### config.mk
export PLATFORM = sky130hd
export DESIGN_NAME = alert_pulse_stretcher
export DESIGN_NICKNAME = d
export VERILOG_FILES = /design/src/rtl/alert_pulse_stretcher.sv
export SDC_FILE = /design/constraint.sdc
export NUM_CORES = 1
export LEC_CHECK = 0
export CAP_MARGIN = 30
export CORE_ASPECT_RATIO = 0.7
export CORE_UTILIZATION = 30
export CTS_BUF_LIST = sky130_fd_sc_hd__clkbuf_4 sky130_fd_sc_hd__clkbuf_8
export DETAILED_ROUTE_END_ITERATION = 7
export HOLD_SLACK_MARGIN = 0.1
export PLACE_DENSITY = 0.46
export SETUP_SLACK_MARGIN = 0.05
export SLEW_MARGIN = 20
export SYNTH_ARGS = -nofsm -noshare
export SYNTH_HDL_FRONTEND = slang
export SYNTH_SLANG_ARGS = --single-unit
### constraint.sdc
create_clock -name Clk -period 2.6 [get_ports Clk]
set_clock_uncertainty 0.15 [all_clocks]
set_input_delay 0.26 -clock Clk [delete_from_list [all_inputs] [get_ports Clk]]
set_output_delay 0.26 -clock Clk [all_outputs]
set_load 0.02 [all_outputs]
### src/rtl/alert_pulse_stretcher.sv
// rtl/alert_pulse_stretcher.sv - turns a one-cycle alert request into timed on/off bursts
//
// Purpose: on Trig_in, drive Alert_out for REPEATS bursts of ON_CYCLES cycles
// separated by OFF_CYCLES gaps. Ack_in cancels a running pattern.
//
// Ports:
//   Clk        in   system clock, rising edge
//   Rst        in   synchronous active-high reset
//   Trig_in    in   one-cycle alert request (ignored while busy)
//   Ack_in     in   one-cycle acknowledge (ignored while idle)
//   Alert_out  out  buzzer/LED drive, high during on-bursts
//   Busy_out   out  high while a pattern is in progress
//   Done_out   out  one-cycle pulse after natural completion
//   Acked_out  out  one-cycle pulse after cancellation by Ack_in
module alert_pulse_stretcher #(
  parameter int ON_CYCLES  = 4,
  parameter int OFF_CYCLES = 4,
  parameter int REPEATS    = 3,
  parameter int CNT_W      = 16
) (
  input  logic Clk,
  input  logic Rst,
  input  logic Trig_in,
  input  logic Ack_in,
  output logic Alert_out,
  output logic Busy_out,
  output logic Done_out,
  output logic Acked_out
);

  typedef enum logic [1:0] {
    S_Idle = 2'd0,
    S_On   = 2'd1,
    S_Off  = 2'd2
  } state_t;

  localparam logic [CNT_W-1:0] ON_LAST  = CNT_W'(ON_CYCLES - 1);
  localparam logic [CNT_W-1:0] OFF_LAST = CNT_W'(OFF_CYCLES - 1);
  localparam logic [CNT_W-1:0] REP_LAST = CNT_W'(REPEATS - 1);
  localparam logic [CNT_W-1:0] ONE      = CNT_W'(1);

  state_t           state, state_n;
  logic [CNT_W-1:0] cnt, cnt_n;
  logic [CNT_W-1:0] rep, rep_n;
  logic             done_n, acked_n;

  // State register; Done_out/Acked_out are registered so they land in the
  // first idle cycle after the terminating transition.
  always_ff @(posedge Clk) begin
    if (Rst) begin
      state     <= S_Idle;
      cnt       <= '0;
      rep       <= '0;
      Done_out  <= 1'b0;
      Acked_out <= 1'b0;
    end else begin
      state     <= state_n;
      cnt       <= cnt_n;
      rep       <= rep_n;
      Done_out  <= done_n;
      Acked_out <= acked_n;
    end
  end

  // Next-state logic. Ack outranks terminal count; terminal compares are
  // evaluated before any increment so counters never wrap.
  always_comb begin
    state_n = state;
    cnt_n   = cnt;
    rep_n   = rep;
    done_n  = 1'b0;
    acked_n = 1'b0;
    case (state)
      S_Idle: begin
        if (Trig_in) begin
          state_n = S_On;
          cnt_n   = '0;
          rep_n   = '0;
        end
      end
      S_On: begin
        if (Ack_in) begin
          state_n = S_Idle;
          acked_n = 1'b1;
        end else if (cnt == ON_LAST && rep == REP_LAST) begin
          state_n = S_Idle;
          done_n  = 1'b1;
        end else if (cnt == ON_LAST) begin
          state_n = S_Off;
          cnt_n   = '0;
        end else begin
          cnt_n = cnt + ONE;
        end
      end
      S_Off: begin
        if (Ack_in) begin
          state_n = S_Idle;
          acked_n = 1'b1;
        end else if (cnt == OFF_LAST) begin
          state_n = S_On;
          cnt_n   = '0;
          rep_n   = rep + ONE;
        end else begin
          cnt_n = cnt + ONE;
        end
      end
      default: begin
        state_n = S_Idle;
        cnt_n   = '0;
        rep_n   = '0;
      end
    endcase
  end

  // Moore outputs.
  always_comb begin
    Alert_out = 1'b0;
    Busy_out  = 1'b0;
    case (state)
      S_On: begin
        Alert_out = 1'b1;
        Busy_out  = 1'b1;
      end
      S_Off: begin
        Busy_out = 1'b1;
      end
      default: begin
        Alert_out = 1'b0;
        Busy_out  = 1'b0;
      end
    endcase
  end

endmodule

# Yosys cells after proc, flatten, opt, wreduce, memory -nomap -nowiden
# Index checks and enable logic that the tools add are counted.
dict set report totals {
  register_bits 36
  elab_cells 48
  input_bits 4
  out_inout_bits 4
}
dict set report classes {
  eq_ne 11
  mux 20
  n_reduce_logical 8
  n_addsub 2
  bitwise_logic 2
}
# operator n
set ops {}
lappend ops {{two-way mux 16 bit} 7}
lappend ops {{case mux 16 bit (3 select lines)} 2}
lappend ops {{adder 16 x 1 -> 16 bit (second input constant)} 2}
lappend ops {{== test 16 x 2 -> 1 bit (second input constant)} 2}
lappend ops {{two-way mux 2 bit} 6}
lappend ops {{inequality test 2 bit (second input constant)} 5}
lappend ops {{AND reduction 4 bit} 2}
lappend ops {{case mux 2 bit (3 select lines)} 1}
lappend ops {{two-way mux 1 bit} 4}
lappend ops {{inequality test 4 bit (second input constant)} 1}
lappend ops {{OR reduction 2 bit} 2}
lappend ops {{inequality test 3 bit (second input constant)} 1}
lappend ops {{AND reduction 3 bit} 1}
lappend ops {{OR reduction 3 bit} 1}
lappend ops {{== test 2 x 1 -> 1 bit (second input constant)} 1}
lappend ops {{== test 2 bit (second input constant)} 1}
lappend ops {{zero test 2 bit} 1}
lappend ops {{NOT 1 bit} 2}
lappend ops {{logical AND 1 bit} 1}

# Logic depth before layout (Yosys ltp)
dict set report depth {
  depth_word 5
  mapped_depth 9
  ltp_nobuf 7
}

# Worst setup path after synthesis
# Ideal clock, no wire load.
dict set report synth_path {
  kind {register to register}
  startpoint {register cnt[0]}
  endpoint {register rep[13]}
  path_stages_with_launch 9
  required_time_ns 2.380
  arrival_time_ns 2.614
  period_less_slack_ns 2.834
  setup_ns 0.070
  path_buffers 2
  path_slack_ns -0.234
  path_cell_list {dfxtp_1 -> ha_1 -> or4b_1 -> or4_4 -> buf_6 -> o21a_4 -> buf_6 -> or4_1 -> a21oi_1}
}
dict set report synth_between {
  elab_chain_len 3
}
# element line_no
set synth_lines {}
lappend synth_lines {{start: declaration} 43} ;# logic [CNT_W-1:0] cnt, cnt_n;
lappend synth_lines {{start signal: assignment} 58} ;# cnt <= cnt_n;
lappend synth_lines {{== test 16 x 2 -> 1 bit} 99} ;# end else if (cnt == OFF_LAST) begin
lappend synth_lines {{inequality test 2 bit (no source line)} -}
lappend synth_lines {{AND reduction 4 bit (no source line)} -}
lappend synth_lines {{end signal: assignment} 59} ;# rep <= rep_n;
lappend synth_lines {{end: declaration} 44} ;# logic [CNT_W-1:0] rep, rep_n;
# Every way passes these cells.
# A chain may end at the register's enable or synchronous reset.

# Worst setup path after layout
dict set report layout_path {
  startpoint {register cnt[9]}
  endpoint {register rep[9]}
}
# The elaborated chain is that of the path after synthesis.

==> impl_metrics.ini <==
[outcome]
status = completed

[synth]
synth-simple-area-share_pct = 34.0
yosysWarnings = 0
synthXorXnorAreaFrac_pct = 0
synth_cell_type_count = 40
netlist_area_um2 = 2040
synthFlopType = dfxtp_1
yosysSeqAreaShare_pct = 35.3
synth-seq-cells = 36
synth_top_family_by_area = simple AND/OR/NAND/NOR gates
syn_inst = 259
synth_compound_area_share_pct = 21.1
synth.area.top_cells = dfxtp_1 35%, a21oi_1 8.6%, o21ai_0 5.1%
post_synth.cell_area_avg_um2 = 7.89
async_flop_share_pct = 0
synth_edf_count = 0
syn-num-nets = 270
muxShareOfSynthArea_pct = 1.53
synth_adder_area_share_pct = 4.28
yosysTopAreaCell = dfxtp_1
yosys.area.top_type_share_pct = 35.3

[timing]
max_freq_mhz = 385
maxSlewHeadroom_pct = 51.0
tightestPinTransition_ns = 0.727
finalSetupTns_ns = 0
rsz0062_at_grt = true
timing.final.crit_period_ns = 2.60
timing.hold.ws_ns = 0.342
post-route-period-util_pct = 99.8
finalSetupViolations = 0
maxSlewViolCount = 0
hold_viol = 0

[floorplan]
coreArea_um2 = 6400
ios = 8
dieArea_um2 = 7150
die_w_um = 101
rows = 24
initial_core_util_pct = 32.0
die_y_um = 71.1

[setup_path]
crit_chain = or4_4 > or4_4 > o21a_4 > or4_1 > a21oi_2
crit_path_end_kind = flip-flop
crit_arrival_ns = 2.67
cp_common_cell = or4_4
path_class = reg2reg
reg2reg_depth = 5
slowest_stage = or4_4
crit_required_ns = 2.67
critPathMaxFanout = 7
cp-start-kind = flip-flop
max_stage_delay_ns = 0.60

[detailed_routing]
postRouteWirelength_mm = 6.25
routedWlPerCell_um = 16.0
via_count = 2120
via_per_inst = 5.44
drt_iter0_markers = 152
drc = 0
drt.antenna.violating_nets = 0
dr.pass1.iters = 4

[power_and_ir_drop]
p_int_uw = 1070
power_frac_clock_pct = 35.3
seqPwrFrac_pct = 36.6
swShare_pct = 31.7
p_sw_uw = 496
peakVddDrop_v = 0.000303
p_per_area_nw_per_um2 = 582
leakage_uw = 0.000935
p_comb_share_pct = 28.0

[run]
drv_cap = 0

[layout]
area_growth_pct = 31.6
antenna_cells = 0
final_area_um2 = 2690
final_common_cell = dfxtp_1
nets = 309
drive_above_1_share_pct = 25.1
layout_common_cells = 31 x dfxtp_1, 28 x buf_4, 27 x a21oi_1

[cts]
clk_pin_slew_worst_paths_ns = 0.08
cts_tree = yes
clock-sinks = 36
cts_inserted_buffers = 5
insertion_delay_ns = 0.29
cts_root_buf = clkbuf_8
htree_levels = 2
clk_path_buf_depth = 2

[global_route]
track_usage_pct = 19.1
grt_first_pass_wirelength_mm = 10.4
antenna_found_initial = 0
first_global_vias = 1928
overflow = 0
grt_max_degree = 23

[worst_hold_path]
min_path_cells = 2
hold_path.class = reg2reg

[placed_design]
detailed_place_hpwl_mm = 4.26
port_buffers = 7
dpl-instance-area_um2 = 2430
place.gp.congestion = 0.771
power groups by stage:
stage | Clock [µW] | Combinational (µW) | Sequential (µW)
detailed placement | 0 | 366 | 587
global placement | 0 | 366 | 587
finish | 553 | 439 | 574
floorplan | 0 | 212 | 588
CTS | 569 | 390 | 574
global route | 593 | 479 | 575
cell type report:
class / count / area, µm²
fillers: 634 / 3700
well taps: 91 / 114
clock inverters: 1 / 30.0
flip-flops and latches: 36 / 727
repair buffers: 39 / 325
inverters: 8 / 30.0
clock buffers: 7 / 96.3
multi-input cells: 208 / 1370
path summary, 6_finish.rpt:
path / start / endpoint / slack, ns
max: cnt[9]$_SDFFE_PP0P_ / rep[9]$_SDFFE_PP0P_ / 0.005
min: rep[5]$_SDFFE_PP0P_ / rep[5]$_SDFFE_PP0P_ / 0.34
max reg2reg: cnt[9]$_SDFFE_PP0P_ / rep[9]$_SDFFE_PP0P_ / 0.005
min reg2reg: rep[5]$_SDFFE_PP0P_ / rep[5]$_SDFFE_PP0P_ / 0.34
through the flow:
stage                     utilization (%)  cells  setup slack [ns]  total power, µW
after global routing                 42.1    390           -0.0473             1650
after CTS                            40.5    388            0.0283             1530
after detailed placement             37.9    377            0.0136              953
after global placement               37.9    377            0.0251              953
final                                42.1    390           0.00451             1570
after floorplan                         -    259           -0.0306              801
registers in the layout (all words and copies together) (netlist names):
name / flops
Done_out: 1
state: 2
cnt: 16
Acked_out: 1
rep: 16
synthesized netlist by cell type, types with 7 or more instances:
library cell	n
ha_1	7
a21oi_1	35
o31ai_1	8
inv_1	8
nand2_1	19
nand3_1	11
or4_1	14
o21ai_0	21
or3_1	13
nand4_1	10
nor2_1	17
dfxtp_1	36
layer usage:
metal  up-vias  global-route usage, %  part of all wire [%]
met5         -                      0                     0
met1      1001                   32.3                    57
met3         2                   4.25                   5.6
met2        50                   23.3                    37
met4         0                   3.54                  0.40
li1       1067                      -                     -
timing repair:
action	4_1_cts	5_1_grt
pin swaps	1	8
cloned	3	0
resized for setup	4	32
hold buffers	0	0
setup endpoints to repair	7	27
setup buffers	0	2
worst max-delay path: cells and delay by family, from the launching register on:
family | cells | cell delay (ns)
AO/OA/AOI/OAI | 2 | 0.38
flip-flops | 1 | 0.33
AND/OR/NAND/NOR | 3 | 1.67
cell families (layout without fill, tap and decap cells):
| family | count (synthesis) | count (layout) |
|---|---|---|
| AOI/OAI and AO/OA | 75 | 77 |
| adders and majority gates | 7 | 7 |
| buffers and inverters | 17 | 55 |
| DFF | 36 | 36 |
| muxes | 3 | 3 |
| and+or+nand+nor | 121 | 121 |
Note: power is estimated with default switching activity, not from simulation.
